===== config.mk =====
export PLATFORM = sky130hd
export DESIGN_NAME = ibus_dbus_arbiter
export DESIGN_NICKNAME = d
export VERILOG_FILES = /design/src/rtl/ibus_dbus_arbiter.sv
export SDC_FILE = /design/constraint.sdc
export NUM_CORES = 1
export LEC_CHECK = 0
export BUFFER_PORTS_ARGS = -buffer_cell sky130_fd_sc_hd__buf_4
export CORE_AREA = 3 3 106 108
export CTS_CLUSTER_SIZE = 12
export DETAILED_ROUTE_END_ITERATION = 10
export DIE_AREA = 0 0 109 111
export GPL_TIMING_DRIVEN = 0
export PLACE_DENSITY = 0.65
export SYNTH_ARGS = -nofsm -noshare
export SYNTH_HDL_FRONTEND = slang
export SYNTH_SLANG_ARGS = --single-unit

===== constraint.sdc =====
create_clock -name clk -period 3.8 [get_ports clk]
set_input_delay 0 -clock clk [delete_from_list [all_inputs] [get_ports clk]]
set_output_delay 0 -clock clk [all_outputs]
set_load 0.005 [all_outputs]

===== src/rtl/ibus_dbus_arbiter.sv =====
// Shares one pipelined Avalon-MM port between instruction fetch (ibus) and the LSU (dbus).
// A small ID FIFO routes each read response back to the requester that issued it.
module ibus_dbus_arbiter #(
    parameter int unsigned AW              = 32,
    parameter int unsigned DW              = 32,
    parameter int unsigned MAX_OUTSTANDING = 4,
    parameter int unsigned STARVE_LIMIT    = 4
) (
    input  logic            clk,
    input  logic            rst_b,

    input  logic            ibus_read,
    input  logic [AW-1:0]   ibus_address,
    output logic            ibus_waitrequest,
    output logic [DW-1:0]   ibus_readdata,
    output logic            ibus_readdatavalid,

    input  logic            dbus_read,
    input  logic            dbus_write,
    input  logic [AW-1:0]   dbus_address,
    input  logic [DW-1:0]   dbus_writedata,
    input  logic [DW/8-1:0] dbus_byteenable,
    output logic            dbus_waitrequest,
    output logic [DW-1:0]   dbus_readdata,
    output logic            dbus_readdatavalid,

    output logic            avn_read,
    output logic            avn_write,
    output logic [AW-1:0]   avn_address,
    output logic [DW-1:0]   avn_writedata,
    output logic [DW/8-1:0] avn_byteenable,
    input  logic            avn_waitrequest,
    input  logic [DW-1:0]   avn_readdata,
    input  logic            avn_readdatavalid,

    output logic            resp_error
);

    localparam int unsigned PW = $clog2(MAX_OUTSTANDING);
    localparam int unsigned CW = PW + 1;
    localparam int unsigned SW = $clog2(STARVE_LIMIT + 1);

    typedef enum logic [0:0] {StIdle, StHold} state_e;

    state_e                     state_q, state_d;
    logic                       owner_q, owner_d;     // 1 = dbus
    logic [SW-1:0]              starve_q, starve_d;
    logic [MAX_OUTSTANDING-1:0] id_q, id_d;           // 1 = dbus
    logic [PW-1:0]              wr_ptr_q, wr_ptr_d;
    logic [PW-1:0]              rd_ptr_q, rd_ptr_d;
    logic [CW-1:0]              count_q, count_d;
    logic                       resp_error_q, resp_error_d;

    logic dbus_req;
    logic pop;
    logic push;
    logic blocked;
    logic issue;
    logic sel_dbus;
    logic accept;
    logic ibus_acc;
    logic dbus_acc;
    logic head_dbus;

    assign dbus_req  = dbus_read | dbus_write;
    assign pop       = avn_readdatavalid & (count_q != '0);
    // A response popping this cycle frees a slot for a read issued in the same cycle.
    assign blocked   = (count_q == CW'(MAX_OUTSTANDING)) & ~pop;
    assign head_dbus = id_q[rd_ptr_q];

    always_comb begin
        issue    = 1'b0;
        sel_dbus = 1'b0;
        if (state_q == StHold) begin
            issue    = 1'b1;
            sel_dbus = owner_q;
        end else if (!blocked && (ibus_read || dbus_req)) begin
            issue    = 1'b1;
            sel_dbus = dbus_req && !(ibus_read && (starve_q == SW'(STARVE_LIMIT)));
        end
        if (!rst_b) begin
            issue = 1'b0;
        end
    end

    assign accept   = issue & ~avn_waitrequest;
    assign ibus_acc = accept & ~sel_dbus;
    assign dbus_acc = accept & sel_dbus;
    assign push     = accept & avn_read;

    assign avn_read       = issue & (sel_dbus ? dbus_read : ibus_read);
    assign avn_write      = issue & sel_dbus & dbus_write;
    assign avn_address    = sel_dbus ? dbus_address : ibus_address;
    assign avn_byteenable = sel_dbus ? dbus_byteenable : {(DW/8){1'b1}};
    assign avn_writedata  = dbus_writedata;

    // Whoever is not accepted waits, unless the bus is idle and a slot is free.
    assign ibus_waitrequest = ~ibus_acc & (~rst_b | issue | blocked);
    assign dbus_waitrequest = ~dbus_acc & (~rst_b | issue | blocked);

    assign ibus_readdata      = avn_readdata;
    assign dbus_readdata      = avn_readdata;
    assign ibus_readdatavalid = pop & ~head_dbus;
    assign dbus_readdatavalid = pop & head_dbus;
    assign resp_error         = resp_error_q;

    always_comb begin
        state_d = state_q;
        owner_d = owner_q;
        unique case (state_q)
            StIdle: begin
                if (issue && avn_waitrequest) begin
                    state_d = StHold;
                    owner_d = sel_dbus;
                end
            end
            StHold: begin
                if (!avn_waitrequest) begin
                    state_d = StIdle;
                end
            end
            default: state_d = StIdle;
        endcase
    end

    always_comb begin
        starve_d = starve_q;
        if (ibus_acc || !ibus_read) begin
            starve_d = '0;
        end else if (dbus_acc && (starve_q != SW'(STARVE_LIMIT))) begin
            starve_d = starve_q + SW'(1);
        end
    end

    always_comb begin
        id_d     = id_q;
        wr_ptr_d = wr_ptr_q;
        rd_ptr_d = rd_ptr_q;
        if (push) begin
            id_d[wr_ptr_q] = sel_dbus;
            wr_ptr_d       = wr_ptr_q + PW'(1);
        end
        if (pop) begin
            rd_ptr_d = rd_ptr_q + PW'(1);
        end
        count_d      = count_q + CW'(push) - CW'(pop);
        resp_error_d = resp_error_q | (avn_readdatavalid & (count_q == '0));
    end

    always_ff @(posedge clk or negedge rst_b) begin
        if (!rst_b) begin
            state_q      <= StIdle;
            owner_q      <= 1'b0;
            starve_q     <= '0;
            id_q         <= '0;
            wr_ptr_q     <= '0;
            rd_ptr_q     <= '0;
            count_q      <= '0;
            resp_error_q <= 1'b0;
        end else begin
            state_q      <= state_d;
            owner_q      <= owner_d;
            starve_q     <= starve_d;
            id_q         <= id_d;
            wr_ptr_q     <= wr_ptr_d;
            rd_ptr_q     <= rd_ptr_d;
            count_q      <= count_d;
            resp_error_q <= resp_error_d;
        end
    end

endmodule


==> results of run 1 <==
[power groups by stage]
stage	logic, mW	clock network (mW)	registers, mW
finish	0.818	0.134	0.298
global placement	0.808	0	0.298
detailed placement	0.829	0	0.302
floorplan	0.443	0	0.291
global route	0.909	0.148	0.308
CTS	0.834	0.139	0.298
[registers in the layout, indices dropped and copies added (netlist names)]
| register | count |
|---|---|
| rd_ptr_q | 2 |
| starve_q | 3 |
| wr_ptr_q | 2 |
| owner_q | 1 |
| state_q | 1 |
| id_q | 4 |
| count_q | 3 |
| resp_error | 1 |
[how the worst max path moves through the flow]
stage                            startpoint                   end  slack, ns  cells after the start
floorplan           starve_q[0]$_DFFE_PN0P_  count_q[2]$_DFF_PN0_        1.0                     13
global placement    starve_q[0]$_DFFE_PN0P_  count_q[2]$_DFF_PN0_       0.88                     13
detailed placement  starve_q[0]$_DFFE_PN0P_  count_q[2]$_DFF_PN0_       0.80                     13
CTS                 starve_q[0]$_DFFE_PN0P_  count_q[2]$_DFF_PN0_       0.78                     13
global route        starve_q[0]$_DFFE_PN0P_  count_q[2]$_DFF_PN0_       0.63                     13
finish              starve_q[0]$_DFFE_PN0P_  count_q[2]$_DFF_PN0_       0.78                     13
[cells in the final DEF (no fill, tap or decap), types with 2 or more instances in the layout]
cell | Yosys | routed
ha_1 | 8 | 8
a21oi_1 | 2 | 2
o22ai_1 | 2 | 2
or4b_4 | 2 | 2
buf_4 | 97 | 309
nor3_1 | 2 | 2
inv_1 | 11 | 11
nor2_1 | 7 | 7
a31oi_1 | 5 | 5
dfrtp_1 | 17 | 17
o21ai_0 | 10 | 10
buf_2 | 4 | 4
nand2b_1 | 5 | 5
and3_1 | 2 | 2
clkbuf_8 | 1 | 4
nand3_1 | 2 | 2
o41a_1 | 2 | 2
clkbuf_1 | 4 | 5
xnor2_1 | 5 | 5
nand2_1 | 107 | 107
[metrics by stage]
| step | total power [mW] | area (µm²) |
|---|---|---|
| after floorplan | 0.7337 | 2331 |
| after global placement | 1.106 | 4093 |
| after detailed placement | 1.131 | 4093 |
| after CTS | 1.271 | 4148 |
| after global routing | 1.366 | 4148 |
| final | 1.250 | 4148 |
[synthesized netlist by cell type, drive strengths merged]
| master | n | area share (%) |
|---|---|---|
| nand3 | 2 | 0.43 |
| o211a | 1 | 0.43 |
| nor3b | 1 | 0.32 |
| o41ai | 3 | 2.3 |
| nor4 | 1 | 0.27 |
| nor4b | 1 | 1.0 |
| nor2b | 1 | 0.27 |
| and3 | 3 | 1.0 |
| nand3b | 1 | 0.32 |
| inv | 11 | 1.8 |
| o21ai | 10 | 2.1 |
| or4b | 2 | 1.2 |
| and2 | 1 | 0.27 |
| clkbuf | 5 | 1.2 |
| a21boi | 1 | 0.32 |
| nor2 | 7 | 1.1 |
| a21oi | 2 | 0.43 |
| nand2b | 5 | 1.3 |
| nand4 | 1 | 0.27 |
| dfrtp | 17 | 18 |
| buf | 102 | 33 |
| o211ai | 2 | 1.2 |
| a31oi | 6 | 2.3 |
| a211oi | 1 | 0.32 |
| o21a | 1 | 0.32 |
| o22ai | 2 | 0.54 |
| mux4 | 1 | 0.97 |
| fa | 1 | 0.86 |
| nand2 | 107 | 17 |
| ha | 8 | 4.3 |
| a21o | 1 | 0.32 |
| o41a | 2 | 0.97 |
| nor3 | 2 | 0.43 |
| mux2 | 2 | 1.1 |
| xnor2 | 5 | 1.9 |
[worst max-delay path: stages, from the launching register on]
cell and delay, ns:
dfrtp_1 0.37, inv_1 0.07, ha_1 0.24, and3_4 0.22
or4b_4 0.50, a31oi_4 0.25, inv_1 0.07, ha_1 0.27
inv_1 0.05, ha_1 0.12, inv_1 0.05, fa_1 0.39
xnor2_1 0.15, xnor2_1 0.13
[what timing repair did]
| action | 4_1_cts | 5_1_grt |
|---|---|---|
| endpoints found under the hold margin | 17 | 0 |
| resized for setup | 0 | 0 |
| hold buffers | 1 | 0 |
[per-layer routing]
layer,up-vias,track usage [%],share of wire [%]
li1,1359,-,-
met1,1184,14.44,36
met2,164,24.00,53
met3,8,2.213,9.8
met4,0,3.283,1.2
met5,-,0,0
[cells by family (layout without fill, tap and decap cells)]
kind of cell	after synthesis	in the layout	synth area share, %
buf+inv	118	335	35.59
flops	17	17	18.25
xor+xnor	5	5	1.879
compound gates	32	32	11.54
fa+ha+maj	9	9	5.153
simple gates	135	135	25.50
mux	3	3	2.093
[area by class of cell]
cell class              instances  share of cell area, %
flip-flops and latches         17                  10.26
plain buffers                 107                  19.00
repair buffers                213                  38.61
well taps                     136                  4.103
clock buffers                   4                  1.086
multi-input cells             184                  25.94
inverters                      11                 0.9955
==> run_results.csv, run 1 <==
group,metric,value,unit
worst_hold_path,hp-class,"in2reg",
route,drtAntennaViolNets,0,
cts,cts_root_buf,"clkbuf_8",
finish,layout-drive-gt1-share,61.38,%
sta,timing.final.ws_setup,0.7836,ns
sta,max_slew_margin,56.96,%
setup_path,ff2ff_setup_slack,0.78,ns
global_routing,grt-ovfl-total,0,
power_and_ir_drop,swShare,37.70,%
floorplanning,dieWidth,109,µm
sta,finalCritPeriodShare,79.38,%
run_status,outcome,"completed",
placement,dp_hpwl,7476,µm
sta,worst_slew_pin_slew,0.6386,ns
route,drc,0,
setup_path,worst_ep_required_time,3.92,ns
logic_synthesis,avgSynthCellArea,7.307,µm²
finish,multi_input_area,0.001076,mm²
setup_path,startpoint_type,"flop",
finish,finalNetCount,685,
floorplanning,row_count,37,
route,dr.pass1.iters,4,
global_routing,grt_usage,12.75,%
cts,cts_sinks,17,
worst_hold_path,worstHoldStart,"avn_readdatavalid",
finish,final_cell_count_no_fill,672,
power_and_ir_drop,power_frac_seq,23.9,%
worst_hold_path,whs_path_depth,2,
sta,fin_tns_setup,0,ns
logic_synthesis,ys_seq_area_share,18.25,%
route,drt-initial-drc-count,146,
global_routing,grt_start_max_net_pins,23,
finish,diodes,0,
setup_path,cp_data_arrival_time,3.14,ns
setup_path,r2r_end,"count_q[2]$_DFF_PN0_",
sta,rsz0062_at_grt,"false",
setup_path,cp-end-kind,"flop",
logic_synthesis,ys_ff_latch,17,
sta,fmax,331.5,MHz
logic_synthesis,synthesis.area,0.002331,mm²
finish,fin_util,40.18,%
power_and_ir_drop,p_clk_share,10.7,%
power_and_ir_drop,vdd_drop_max,0.0001798,V
sta,skew,0.003939,ns
placement,placed_cells,667,
floorplanning,initial_core_util,22.58,%
setup_path,critPathMaxFanout,5,
logic_synthesis,netlist_instances,319,
setup_path,worst-r2r-cell-count,13,
power_and_ir_drop,powerDensity,301.4,mW/mm²
power_and_ir_drop,intPower,0.7789,mW
sta,holdWs,0.01396,ns
placement,finalWeightedCongestion,0.7820,
cts,cts_buffers,3,
sta,hold_viol_final,0,
route,wl_per_cell,12.76,µm
finish,n_fill_cell,1023,
worst_hold_path,min_to,"resp_error$_DFF_PN0_",
floorplanning,dieArea,0.01210,mm²
cts,cts_max_level,1,
logic_synthesis,synthDistinctLibCells,44,
sta,min_period,3.016,ns
cts,clock_latency,0.25,ns
floorplanning,dieHeight,111,µm
power_and_ir_drop,p_sw,0.4714,mW
sta,setup_viol,0,
placement,io_buffers,212,
cts,path_clk_slew,0.07,ns
global_routing,grt_pass1_vias,2673,
route,wl,8575,µm
logic_synthesis,synth_fp_nets,467,
route,routed_via_density,4.040,
cts,cts_tree,"built",
route,vias,2715,
sta,slew_violations,0,
logic_synthesis,synth_warnings,0,
job,max_cap_violations,0,
global_routing,antenna_found_initial,0,
floorplanning,ioPinCount,278,
setup_path,path_class,"reg2reg",
global_routing,grt_pass1_wl,12650,µm
power_and_ir_drop,pwr-share-comb,65.4,%
power_and_ir_drop,leakage,2.313,nW
cts,clk_path_buf_depth,2,
cts,postCtsSetupRepairBufs,0,
finish,seqCellArea,425.4,µm²
finish,area_growth,77.94,%
floorplanning,core,0.01032,mm²
placement,place_ws,0.7994,ns
setup_path,r2r_start,"starve_q[0]$_DFFE_PN0P_",
Note: power is estimated with default switching activity, not from simulation.
==> run 2, diff against run 1 <==
- clock period: 3.8 -> 2.85 ns (I/O delays scaled with it)
==> run 2 against run 1 <==
  * First-iteration DRC count fell by 2.1%
  * Count of clock-buffer cells in the layout did not move
  * Final cell count rose by 0.74%
  * Non-clock buffer count rose by 5
  * Utilization rose by 0.48 points
  * Hold slack improved by 0.0025 ns
  * Routed wire length rose by 0.82%
  * Clock skew barely moved
  * Global-route usage barely moved
  * Register-to-register slack got worse by 0.74 ns
==> run_results.csv, run 2 (synthesis results as in run 1) <==
group,metric,value,unit
finish,layout_commonest_cell,"buf_4",
route,met2_length,4529,µm
floorplanning,core,0.01032,mm²
sta,hold_viol_final,0,
setup_path,startpoint_type,"flop",
power_and_ir_drop,power_frac_seq,23.6,%
worst_hold_path,hp-class,"in2reg",
global_routing,grt-ovfl-total,0,
setup_path,cp-end-kind,"flop",
setup_path,worst-r2r-cell-count,13,
sta,timing.final.ws_setup,0.04186,ns
floorplanning,row_count,37,
sta,holdWs,0.01642,ns
global_routing,grt_pass1_wl,12670,µm
finish,finalNetCount,690,
power_and_ir_drop,swShare,37.62,%
power_and_ir_drop,leakage,2.344,nW
cts,cts_sinks,17,
setup_path,r2r_end,"count_q[2]$_DFF_PN0_",
global_routing,grt_pass1_vias,2680,
setup_path,ff2ff_setup_slack,0.04,ns
sta,rsz0062_at_grt,"true",
floorplanning,dieWidth,109,µm
placement,io_buffers,212,
sta,worst_slew_pin_slew,0.6545,ns
power_and_ir_drop,power,1.696,mW
setup_path,r2r_start,"starve_q[0]$_DFFE_PN0P_",
cts,cts_tree,"built",
finish,final_cell_count_no_fill,677,
finish,area_growth,80.09,%
power_and_ir_drop,intPower,1.058,mW
placement,dp_hpwl,7476,µm
sta,max_slew_margin,55.89,%
placement,finalWeightedCongestion,0.7820,
route,drt-initial-drc-count,143,
route,drtAntennaViolNets,0,
floorplanning,dieHeight,111,µm
setup_path,worst_path_largest_cell_delay,0.50,ns
setup_path,cp_data_arrival_time,2.93,ns
route,wl_met1,3090,µm
run_status,outcome,"completed",
route,wl,8645,µm
job,max_cap_violations,0,
placement,place_ws,-0.1506,ns
power_and_ir_drop,pwr-share-comb,65.9,%
sta,min_period,2.808,ns
power_and_ir_drop,p_clk_share,10.5,%
finish,fin_util,40.66,%
worst_hold_path,worstHoldStart,"avn_readdatavalid",
floorplanning,initial_core_util,22.58,%
setup_path,worst_ep_required_time,2.97,ns
sta,skew,0.004122,ns
power_and_ir_drop,p_sw,0.6382,mW
route,drc,0,
cts,clk_path_buf_depth,2,
cts,cts_max_level,1,
cts,clock_latency,0.25,ns
floorplanning,dieArea,0.01210,mm²
route,dr.pass1.iters,4,
sta,finalCritPeriodShare,98.53,%
worst_hold_path,min_to,"resp_error$_DFF_PN0_",
route,wl_met3,923,µm
route,wl_per_cell,12.77,µm
finish,reg_top3,"id_q (4), count_q (3), starve_q (3)",
finish,largest_register,"id_q",
global_routing,antenna_found_initial,0,
route,routed_via_density,4.092,
sta,setup_viol,0,
global_routing,grt_usage,12.79,%
power_and_ir_drop,vdd_drop_max,0.0002271,V
route,vias,2770,
power_and_ir_drop,powerDensity,404.1,mW/mm²
setup_path,slowest_stage,"or4b_4",
sta,fmax,356.1,MHz
worst_hold_path,whs_path_depth,2,
finish,final_cell_mix,"314 x buf_4, 107 x nand2_1, 17 x dfrtp_1",
floorplanning,ioPinCount,278,
finish,layout-drive-gt1-share,62.29,%
global_routing,grt_start_max_net_pins,23,
cts,cts_buffers,3,
route,topRoutingLayerUsed,"met4",
sta,slew_violations,0,
setup_path,crit_top_cell,"inv_1",
placement,placed_cells,667,
setup_path,critPathMaxFanout,5,
finish,largest_reg_flops,4,
cts,path_clk_slew,0.07,ns
setup_path,crit_path_cell_trace,"inv_1, ha_2, and3_4, or4b_4, a31oi_4, inv_1, ha_1, inv_1, ha_1, inv_1, fa_2, xnor2_2, xnor2_1",
setup_path,path_class,"reg2reg",
finish,diodes,0,
cts,cts_root_buf,"clkbuf_8",
[run 2: what timing repair did]
item	4_1_cts	5_1_grt
setup buffers	3	2
setup endpoints to repair	2	1
endpoints found under the hold margin	17	0
pin swaps	2	4
gates resized for setup	2	1
gates cloned	0	0
hold buffers	1	0
[run 2: how the worst max path moves through the flow]
stage | endpoint | slack (ns) | cells past startpoint | from
6_report | count_q[2]$_DFF_PN0_ | 0.04 | 13 | starve_q[0]$_DFFE_PN0P_
5_1_grt | count_q[2]$_DFF_PN0_ | -0.06 | 13 | starve_q[0]$_DFFE_PN0P_
4_1_cts | count_q[2]$_DFF_PN0_ | 0.009 | 13 | starve_q[0]$_DFFE_PN0P_
3_5_place_dp | count_q[2]$_DFF_PN0_ | -0.15 | 13 | starve_q[0]$_DFFE_PN0P_
3_3_place_gp | count_q[2]$_DFF_PN0_ | -0.07 | 13 | starve_q[0]$_DFFE_PN0P_
2_1_floorplan | count_q[2]$_DFF_PN0_ | 0.05 | 13 | starve_q[0]$_DFFE_PN0P_
[run 2: cell type report]
type	instances	area (µm²)
Buffer	107	788.3
Multi-Input combinational cell	184	1089
Clock buffer	4	45.04
Fill cell	1019	6126
Inverter	11	41.29
Timing Repair Buffer	218	1639
Tap cell	136	170.2
Sequential cell	17	425.4
[run 2: power by group through the flow]
stage	Clock, mW	Combinational [mW]	Sequential [mW]
final	0.177	1.12	0.401
after global routing	0.198	1.24	0.414
after CTS	0.185	1.12	0.398
after detailed placement	0	1.11	0.403
after global placement	0	1.08	0.397
after floorplan	0	0.590	0.388
[run 2: metrics by stage]
step                      TNS (ns)  instance area, µm²
final                            0                4198
after global routing      -0.05923                4198
after CTS                        0                4175
after detailed placement   -0.1506                4093
after global placement    -0.06523                4093
after floorplan                  0                2331
[run 2: critical path: cells and delay by family, from the launching register on]
family / cells / cell delay [ns]
buf+inv: 4 / 0.22
simple gates: 2 / 0.68
flops: 1 / 0.34
fa+ha+maj: 4 / 0.95
xor+xnor: 2 / 0.27
compound gates: 1 / 0.19
[run 2: per-layer routing]
layer / global-route usage, % / vias up
met4: 3.283 / 0
met1: 14.56 / 1210
li1: - / 1369
met3: 2.213 / 8
met2: 24.00 / 183
met5: 0 / -
==> run 3, diff against run 2 <==
- BUFFER_PORTS_ARGS: -buffer_cell sky130_fd_sc_hd__buf_4 -> not set
- CORE_AREA: 3 3 106 108 -> 3 3 107 109
- DIE_AREA: 0 0 109 111 -> 0 0 110 112
- DONT_BUFFER_PORTS: not set -> 1
- PLACE_DENSITY: 0.65 -> 0.42
==> run 3 against run 2 <==
  * Non-clock buffer count shrank 207
  * Maximum frequency up 1.9%
  * Clock power increased by 10%
  * First-iteration DRC count shrank 45%
  * Count of clock-buffer cells in the layout stayed put
  * Final cell count is 30% lower
  * Via count decreased by 26%
  * Routed wire length shrank 18%
  * Largest cell class is now multi-input gates
==> run_results.csv, run 3 (synthesis results as in run 1) <==
group,metric,value,unit
floorplanning,row_count,38,
cts,path_clk_slew,0.08,ns
global_routing,busiest_layer,"met2",
setup_path,cp-startpoint,"starve_q[0]$_DFFE_PN0P_",
power_and_ir_drop,intPower,0.7824,mW
sta,holdWs,0.008143,ns
job,max_cap_violations,0,
finish,diodes,0,
power_and_ir_drop,pwr-share-comb,56.2,%
power_and_ir_drop,vdd_drop_max,0.0001889,V
route,wl_per_cell,14.88,µm
finish,area_growth,15.35,%
global_routing,use_met3,2.435,%
sta,finalCritPeriodShare,96.73,%
finish,multi_input_area,0.001124,mm²
finish,layout-drive-gt1-share,40.42,%
cts,cts_tree,"built",
floorplanning,ioPinCount,278,
sta,slew_violations,0,
finish,largest_reg_flops,4,
power_and_ir_drop,leakage,1.350,nW
placement,placed_cells,459,
global_routing,grt_start_max_net_pins,18,
sta,setup_viol,0,
worst_hold_path,worstHoldStart,"avn_waitrequest",
route,routed_via_density,4.319,
route,dr.pass1.iters,4,
route,drt-initial-drc-count,78,
sta,skew,0.004980,ns
cts,cts_buffers,3,
power_and_ir_drop,power_frac_seq,29.7,%
finish,final_cell_mix,"107 x nand2_1, 105 x buf_4, 17 x dfrtp_1",
global_routing,grt_use_met1,13.47,%
cts,cts_max_level,1,
finish,n_fill_cell,1141,
global_routing,grt_pass1_wl,9197,µm
global_routing,grt_pass1_vias,1706,
setup_path,critPathMaxFanout,4,
sta,max_slew_margin,42.97,%
run_status,outcome,"completed",
power_and_ir_drop,p_sw,0.5905,mW
route,vias,2047,
sta,hold_viol_final,0,
floorplanning,dieArea,0.01232,mm²
finish,seqCellArea,425.4,µm²
power_and_ir_drop,powerDensity,510.6,mW/mm²
floorplanning,initial_core_util,21.79,%
setup_path,startpoint_type,"flop",
global_routing,grt_usage,9.639,%
floorplanning,dieHeight,112,µm
worst_hold_path,hp-class,"in2reg",
cts,cts_root_buf,"clkbuf_8",
placement,finalWeightedCongestion,0.6984,
finish,finalNetCount,483,
cts,clk_path_buf_depth,2,
placement,placed_cell_area,0.002506,mm²
sta,min_period,2.757,ns
setup_path,cp-end-kind,"flop",
route,drtAntennaViolNets,0,
setup_path,cp_data_arrival_time,2.90,ns
power_and_ir_drop,power,1.373,mW
floorplanning,dieWidth,110,µm
route,wl,7051,µm
setup_path,r2r_start,"starve_q[0]$_DFFE_PN0P_",
finish,layout_commonest_cell,"nand2_1",
sta,worst_slew_pin_slew,0.8526,ns
placement,io_buffers,0,
cts,clock_latency,0.26,ns
global_routing,grt_use_met2,15.45,%
setup_path,worst_ep_required_time,3.00,ns
power_and_ir_drop,p_clk_share,14.2,%
power_and_ir_drop,swShare,43.01,%
cts,cts_sinks,17,
global_routing,antenna_found_initial,0,
global_routing,grt-ovfl-total,0,
setup_path,path_class,"reg2reg",
sta,fmax,362.7,MHz
floorplanning,core,0.01070,mm²
placement,dp_hpwl,5826,µm
finish,finalInstanceArea,0.002689,mm²
finish,largest_register,"id_q",
finish,reg_top3,"id_q (4), count_q (3), starve_q (3)",
route,drc,0,
finish,final_cell_count_no_fill,474,
-- run 3: critical path, stage by stage, from the launching register on --
cell	delay, ns
dfrtp_1	0.37
inv_2	0.06
ha_4	0.16
and3_4	0.18
or4b_4	0.55
a31oi_4	0.20
inv_2	0.06
ha_4	0.21
inv_2	0.06
ha_4	0.12
inv_2	0.03
fa_2	0.37
xnor2_2	0.15
xnor2_1	0.12
-- run 3: metrics by stage --
stage	util, %	setup WS, ns	setup TNS, ns
after detailed placement	23.43	-0.1564	-0.1804
after floorplan	-	0.04578	0
final	25.13	0.09314	0
after global routing	25.13	-0.005847	-0.005847
after CTS	24.39	0.03630	0
after global placement	23.43	-0.1113	-0.1113
-- run 3: metal layers --
| layer | routed length, µm | vias up |
|---|---|---|
| met5 | 0 | - |
| met4 | 16 | 0 |
| met3 | 670 | 2 |
| met2 | 3404 | 138 |
| met1 | 2960 | 950 |
| li1 | - | 957 |
-- run 3: area by class of cell --
class                   instances  area share, %
plain buffers                 107          29.32
inverters                      11          1.536
clock buffers                   4          1.675
repair buffers                 11          3.350
flip-flops and latches         17          15.82
well taps                     140          6.515
multi-input cells             184          41.79
-- run 3: worst paths after layout --
check                                          end  slack [ns]  cells past startpoint
max in group asynchronous  starve_q[2]$_DFFE_PN0P_        2.03                      1
hold / removal                 owner_q$_DFFE_PN0P_       0.008                      2
hold reg to reg            rd_ptr_q[1]$_DFFE_PN0P_        0.48                      1
setup / recovery              count_q[2]$_DFF_PN0_        0.09                     13
setup reg to reg              count_q[2]$_DFF_PN0_        0.09                     13
min in group asynchronous  rd_ptr_q[0]$_DFFE_PN0P_        0.29                      1
-- run 3: what timing repair did --
item,CTS,global route
pin swaps,2,7
gates resized for setup,2,10
hold endpoints to repair,20,0
buffers inserted,3,5
gates cloned,0,0
setup endpoints to repair,2,2
hold buffers,3,0
-- run 3: power by group through the flow --
stage	clock [mW]	combinational, mW	sequential [mW]
detailed placement	0	0.725	0.408
CTS	0.195	0.745	0.402
finish	0.195	0.771	0.407
global placement	0	0.716	0.407
global route	0.209	0.870	0.425
floorplan	0	0.590	0.388
